===== config.mk =====
export PLATFORM = sky130hd
export DESIGN_NAME = if_fetch_unit_flat
export DESIGN_NICKNAME = d
export VERILOG_FILES = /design/src/rtl/if_fetch_unit_if.sv /design/src/rtl/if_fetch_unit.sv /design/src/flat_wrapper.sv
export SDC_FILE = /design/constraint.sdc
export NUM_CORES = 1
export LEC_CHECK = 0
export ABC_AREA = 1
export ABC_CLOCK_PERIOD_IN_PS = 4100
export BUFFER_PORTS_ARGS = -buffer_cell sky130_fd_sc_hd__clkbuf_2
export CORE_UTILIZATION = 45
export CTS_BUF_LIST = sky130_fd_sc_hd__clkbuf_2 sky130_fd_sc_hd__clkbuf_4 sky130_fd_sc_hd__clkbuf_8
export DETAILED_ROUTE_END_ITERATION = 10
export GPL_ROUTABILITY_DRIVEN = 0
export PLACE_DENSITY = 0.73
export SYNTH_ARGS = -nofsm -noshare
export SYNTH_HDL_FRONTEND = slang
export SYNTH_SLANG_ARGS = --single-unit

===== constraint.sdc =====
create_clock -name clk -period 4.1 [get_ports clk]
set_input_delay 0.205 -clock clk [delete_from_list [all_inputs] [get_ports clk]]
set_output_delay 0.205 -clock clk [all_outputs]
set_load 0.05 [all_outputs]

===== src/rtl/if_fetch_unit_if.sv =====
// -----------------------------------------------------------------------------
// if_fetch_unit_if
// Instruction SRAM handshake between the fetch unit (master) and the
// instruction memory (slave).
//   inst_sram_req      master->slave  fetch request, held until accepted
//   inst_sram_addr     master->slave  word-aligned fetch address
//   inst_sram_addr_ok  slave->master  request accepted this cycle
//   inst_sram_data_ok  slave->master  read data valid this cycle
//   inst_sram_rdata    slave->master  fetched instruction word
// -----------------------------------------------------------------------------
interface if_fetch_unit_if;
    logic        inst_sram_req;
    logic [31:0] inst_sram_addr;
    logic        inst_sram_addr_ok;
    logic        inst_sram_data_ok;
    logic [31:0] inst_sram_rdata;

    modport master (
        output inst_sram_req,
        output inst_sram_addr,
        input  inst_sram_addr_ok,
        input  inst_sram_data_ok,
        input  inst_sram_rdata
    );

    modport slave (
        input  inst_sram_req,
        input  inst_sram_addr,
        output inst_sram_addr_ok,
        output inst_sram_data_ok,
        output inst_sram_rdata
    );
endinterface


===== src/rtl/if_fetch_unit.sv =====
// -----------------------------------------------------------------------------
// if_fetch_unit
// Instruction fetch stage. Issues one SRAM read at a time, hands the returned
// word to ID together with its PC, and follows branch redirects from ID while
// always delivering the delay-slot instruction already in flight.
//   clk           rising-edge clock
//   rst           asynchronous active-low reset
//   stall[5:0]    pipeline stall vector; bit 1 set means ID cannot accept
//   br_bus        {br_e, br_addr[31:0]} redirect request from ID
//   sram          instruction SRAM handshake (master side)
//   if_to_id_bus  {ce, pc[31:0], inst[31:0]}, all-zero when no instruction
//   stallreq      IF has no instruction ready yet
// -----------------------------------------------------------------------------
module if_fetch_unit #(
    parameter logic [31:0] RESET_PC    = 32'hBFC0_0000,
    parameter int          IF_TO_ID_WD = 65,
    parameter int          BR_WD       = 33
) (
    input  logic                   clk,
    input  logic                   rst,
    input  logic [5:0]             stall,
    input  logic [BR_WD-1:0]       br_bus,
    if_fetch_unit_if.master        sram,
    output logic [IF_TO_ID_WD-1:0] if_to_id_bus,
    output logic                   stallreq
);

    typedef enum logic [1:0] {
        ST_RST,
        ST_REQ,
        ST_WAIT,
        ST_HOLD
    } state_e;

    state_e      state_q, state_d;
    logic [31:0] pc_q, pc_d;
    logic [31:0] br_tgt_q, br_tgt_d;
    logic [31:0] inst_buf_q, inst_buf_d;
    logic        br_pend_q, br_pend_d;

    logic        br_e;
    logic [31:0] br_addr;
    logic        inst_valid;
    logic        fire;
    logic [31:0] inst;
    logic [31:0] next_pc;
    logic        unused_bits;

    // Low address bits of a redirect are meaningless for word fetches.
    assign br_e    = br_bus[BR_WD-1];
    assign br_addr = {br_bus[31:2], 2'b00};

    assign unused_bits = ^{stall[5:2], stall[0], br_bus[1:0]};

    // Data arriving in WAIT is usable in the same cycle; in HOLD it comes
    // from the buffer. A data_ok in any other state is stray and ignored.
    assign inst_valid = (state_q == ST_HOLD) ||
                        ((state_q == ST_WAIT) && sram.inst_sram_data_ok);
    assign fire       = inst_valid && !stall[1];
    assign inst       = (state_q == ST_HOLD) ? inst_buf_q : sram.inst_sram_rdata;

    // A redirect in the fire cycle itself wins over an older pending one.
    assign next_pc = br_e      ? br_addr  :
                     br_pend_q ? br_tgt_q :
                                 pc_q + 32'd4;

    always_comb begin
        // NOTE: every next-state value gets a hold default first so no path
        // through the case/if tree leaves a latch behind.
        state_d    = state_q;
        pc_d       = pc_q;
        br_tgt_d   = br_tgt_q;
        br_pend_d  = br_pend_q;
        inst_buf_d = inst_buf_q;

        case (state_q)
            ST_RST:  state_d = ST_REQ;
            ST_REQ:  if (sram.inst_sram_addr_ok) state_d = ST_WAIT;
            ST_WAIT: begin
                if (sram.inst_sram_data_ok) begin
                    if (fire) begin
                        state_d = ST_REQ;
                    end else begin
                        state_d    = ST_HOLD;
                        inst_buf_d = sram.inst_sram_rdata;
                    end
                end
            end
            ST_HOLD: if (fire) state_d = ST_REQ;
            default: state_d = ST_RST;
        endcase

        // Redirects never squash: the instruction in flight is the delay slot
        // and is delivered; only the PC after it is affected.
        if (fire) begin
            pc_d      = next_pc;
            br_pend_d = 1'b0;
        end else if (br_e) begin
            br_pend_d = 1'b1;
            br_tgt_d  = br_addr;
        end
    end

    // NOTE: sequential state uses non-blocking assignments so every flop
    // samples the pre-edge value regardless of statement order.
    always_ff @(posedge clk or negedge rst) begin
        if (!rst) begin
            state_q    <= ST_RST;
            pc_q       <= {RESET_PC[31:2], 2'b00};
            br_tgt_q   <= '0;
            br_pend_q  <= 1'b0;
            // NOTE: inst_buf is a single word, not a memory array, so it is
            // cleared with the rest of the state for a clean post-reset view.
            inst_buf_q <= '0;
        end else begin
            state_q    <= state_d;
            pc_q       <= pc_d;
            br_tgt_q   <= br_tgt_d;
            br_pend_q  <= br_pend_d;
            inst_buf_q <= inst_buf_d;
        end
    end

    assign sram.inst_sram_req  = (state_q == ST_REQ);
    assign sram.inst_sram_addr = {pc_q[31:2], 2'b00};

    assign if_to_id_bus = inst_valid ? {1'b1, pc_q, inst} : '0;
    assign stallreq     = (state_q == ST_REQ) ||
                          ((state_q == ST_WAIT) && !sram.inst_sram_data_ok);

endmodule


===== src/flat_wrapper.sv =====
// flat-port wrapper written by rule: the top's interface ports become plain ports
module if_fetch_unit_flat 
#(
    parameter logic [31:0] RESET_PC    = 32'hBFC0_0000,
    parameter int          IF_TO_ID_WD = 65,
    parameter int          BR_WD       = 33
)
  (clk, rst, stall, br_bus, if_to_id_bus, stallreq, sram_inst_sram_req, sram_inst_sram_addr, sram_inst_sram_addr_ok, sram_inst_sram_data_ok, sram_inst_sram_rdata);
  if_fetch_unit_if sram_i ();
  input  logic clk;
  input  logic rst;
  input  logic [5:0] stall;
  input  logic [BR_WD-1:0] br_bus;
  output logic [IF_TO_ID_WD-1:0] if_to_id_bus;
  output logic stallreq;
  output wire logic [$bits(sram_i.inst_sram_req)-1:0] sram_inst_sram_req;
  output wire logic [$bits(sram_i.inst_sram_addr)-1:0] sram_inst_sram_addr;
  input wire logic [$bits(sram_i.inst_sram_addr_ok)-1:0] sram_inst_sram_addr_ok;
  input wire logic [$bits(sram_i.inst_sram_data_ok)-1:0] sram_inst_sram_data_ok;
  input wire logic [$bits(sram_i.inst_sram_rdata)-1:0] sram_inst_sram_rdata;
  assign sram_inst_sram_req = sram_i.inst_sram_req;
  assign sram_inst_sram_addr = sram_i.inst_sram_addr;
  assign sram_i.inst_sram_addr_ok = sram_inst_sram_addr_ok;
  assign sram_i.inst_sram_data_ok = sram_inst_sram_data_ok;
  assign sram_i.inst_sram_rdata = sram_inst_sram_rdata;
  if_fetch_unit #(.RESET_PC(RESET_PC), .IF_TO_ID_WD(IF_TO_ID_WD), .BR_WD(BR_WD)) u_core (.clk(clk), .rst(rst), .stall(stall), .br_bus(br_bus), .sram(sram_i), .if_to_id_bus(if_to_id_bus), .stallreq(stallreq));
endmodule

==> flow_summary.json <==
{
  "syn_area_per_cell_um2": 6.82,
  "grt_pass1_wl_um": 24000,
  "cp-end-kind": "output pin",
  "syn-cell-area_um2": 5980,
  "layout-drive-gt1-share_pct": 22.2,
  "maxSlewHeadroom_pct": 28.6,
  "cts_hold_buf": 1,
  "grt_usage_pct": 22.7,
  "port_buffers": 162,
  "crit_path_frequent_cell": "inv_1",
  "hold_class": "in -> reg",
  "start_util_pct": 46.8,
  "grt_antenna_before_repair": 1,
  "wl_per_cell_um": 12.5,
  "worst_path_max_delay_cell": "inv_1",
  "clk-insertion-delay-late_ns": 0.37,
  "die_w_um": 117,
  "drt_first_pass_iters": 5,
  "hpwl_um": 10300,
  "synth_edf_count": 0,
  "rsz0062_at_grt": "no",
  "status": "finished clean",
  "drtAntennaViolNets": 0,
  "die_y_um": 117,
  "holdWs_ns": 0.0732,
  "area_growth_pct": 17.3,
  "pwr_density_cell_nw_per_um2": 726,
  "hold_viol_final": 0,
  "netlist_instances": 877,
  "postCtsSetupRepairBufs": 0,
  "fmax_mhz": 368,
  "rows": 41,
  "ys_seq_area_share_pct": 39.9,
  "final_nets": 1093,
  "final_common_cell": "nand2_1",
  "cts_resized": 0,
  "setup_violations": 0,
  "final_cells": 1191,
  "place_inst": 1174,
  "yosys_warnings": 0,
  "cpPeakStageDelay_ns": 0.75,
  "coreArea_um2": 12800,
  "final_cell_mix": "275 x nand2_1, 161 x clkbuf_2, 134 x inv_1",
  "worstRegToRegCells": 9,
  "ir_worst_vdd_mv": 0.335,
  "period_minus_slack_ns": 2.72,
  "n_antenna_cell": 0,
  "synth_top_flop_cell": "dfrtp_1",
  "tritoncts": "done",
  "crit_chain": "inv_1 > ha_1 > nand2_1 > inv_2 > nor2_4 > inv_1 > nand2_1 > inv_1 > clkbuf_2",
  "viasPerCell": 4.72,
  "critPathKind": "reg -> out",
  "worstPathRequired_ns": 3.89,
  "worstPathArrival_ns": 2.51,
  "fin_setup_tns_ns": 0,
  "finalClockSkew_ns": 0.00662,
  "vias": 5621,
  "worstMarginPinSlew_ns": 1.07,
  "drt-total-wl_um": 14900,
  "grt_max_degree": 66,
  "drv_slew": 0,
  "critical_path.max_fanout": 33,
  "ys_ff_latch": 95,
  "route.detailed.drc": 0,
  "grt_overflow": 0,
  "die_area_um2": 13800,
  "worstSetupStartpointType": "register",
  "cts_buffers": 9,
  "clock_path_buffers": 2,
  "period_share_pct": 66.2,
  "hold_depth": 3,
  "htreeDepth": 3,
  "p_leak_uw": 0.00394,
  "io_pins": 174,
  "ys_async_sr_fraction_pct": 100,
  "synth_cell_types": 32,
  "clock-root-buffer": "clkbuf_8",
  "grt_pass1_vias": 5071,
  "cts.sinks": 95,
  "maxCapViolations": 0,
  "drt_iter0_drc": 370,
  "path_clk_slew_ns": 0.09
}
-- final timing paths --
check,end,slack (ns),from
worst max-delay path,if_to_id_bus[9],1.38,u_core.state_q[0]$_DFFE_PN0P_
worst min-delay path,u_core.inst_buf_q[18]$_DFFE_PN0P_,0.07,sram_inst_sram_rdata[18]
worst max register to register,u_core.br_tgt_q[3]$_DFFE_PN0P_,1.53,u_core.state_q[0]$_DFFE_PN0P_
worst min register to register,u_core.inst_buf_q[6]$_DFFE_PN0P_,0.49,u_core.inst_buf_q[6]$_DFFE_PN0P_
max in group asynchronous,u_core.pc_q[27]$_DFFE_PN1N_,2.63,rst
min in group asynchronous,u_core.br_tgt_q[5]$_DFFE_PN0P_,0.48,rst
-- cells in the mapped netlist, types with 3 or more instances --
| cell type | count | area share [%] |
|---|---|---|
| inv_1 | 134 | 8.4 |
| buf_4 | 5 | 0.63 |
| nand3_1 | 35 | 2.9 |
| xor2_1 | 10 | 1.5 |
| clkbuf_1 | 20 | 1.3 |
| dfrtp_1 | 86 | 36 |
| ha_1 | 4 | 0.84 |
| nor2_4 | 10 | 1.9 |
| nand2_2 | 3 | 0.31 |
| o21ai_0 | 108 | 9.0 |
| nand2_1 | 275 | 17 |
| nor2_1 | 82 | 5.1 |
| mux2_4 | 8 | 2.0 |
| clkbuf_8 | 4 | 0.92 |
| inv_2 | 3 | 0.19 |
| buf_1 | 6 | 0.38 |
| a21oi_1 | 47 | 3.9 |
| buf_6 | 3 | 0.56 |
| buf_2 | 8 | 0.67 |
| dfstp_2 | 9 | 4.0 |
-- cell type report --
cell class	count	area [µm²]
fillers	1296	5760
multi-input cells	601	2820
flip-flops and latches	95	2390
repair buffers	170	876
inverters	137	514
well taps	172	215
clock buffers	12	159
clock inverters	4	45.0
-- logic make-up (layout without fill, tap and decap cells) --
logic type               count (synthesis)  in the layout  synth area share (%)
buffers and inverters                  184            323                  13.2
XOR/XNOR                                11             11                  1.61
other                                    1              4                0.0627
AO/OA/AOI/OAI                          164            164                  14.0
multiplexers                             9              9                  2.20
flip-flops                              95             95                  39.9
adder cells (fa/ha/maj)                  4              4                 0.837
AND/OR/NAND/NOR                        409            409                  28.1
-- flip-flops by register name, indices dropped and copies added (netlist names) --
| register | count |
|---|---|
| u_core.br_pend_q | 1 |
| u_core.br_tgt_q | 30 |
| u_core.inst_buf_q | 32 |
| u_core.state_q | 2 |
| u_core.pc_q | 30 |
-- routing by layer --
layer  share of wire (%)  wire length [µm]  global-route usage (%)  vias to the layer above
li1                    -                 -                       -                     2950
met3                 7.1              1060                    6.85                       14
met1                  46              6890                    28.9                     2477
met5               0.067                10                       0                        -
met4                 1.1               167                    5.57                        2
met2                  45              6740                    37.6                      178
-- metrics by stage --
step / instance area, µm² / setup slack [ns] / utilization [%] / total power [µW]
finish: 7010 / 1.38 / 54.9 / 5090
global route: 7010 / 1.10 / 54.9 / 5480
floorplan: 5990 / 2.21 / - / 3830
detailed placement: 6800 / 1.53 / 53.2 / 4460
CTS: 7010 / 1.30 / 54.9 / 5120
global placement: 6800 / 1.54 / 53.2 / 4420
-- critical path, delay by kind of cell (launching register included) --
family | cells | cell delay, ns
AND/OR/NAND/NOR | 3 | 0.28
buffers and inverters | 5 | 1.27
adder cells (fa/ha/maj) | 1 | 0.17
flip-flops | 1 | 0.42
-- where the power goes --
group	leakage (µW)	internal [µW]	switching, µW
Sequential	0.00115	1350	377
Combinational	0.00268	678	2050
Clock	0.000110	319	326
Note: power is estimated with default switching activity, not from simulation.
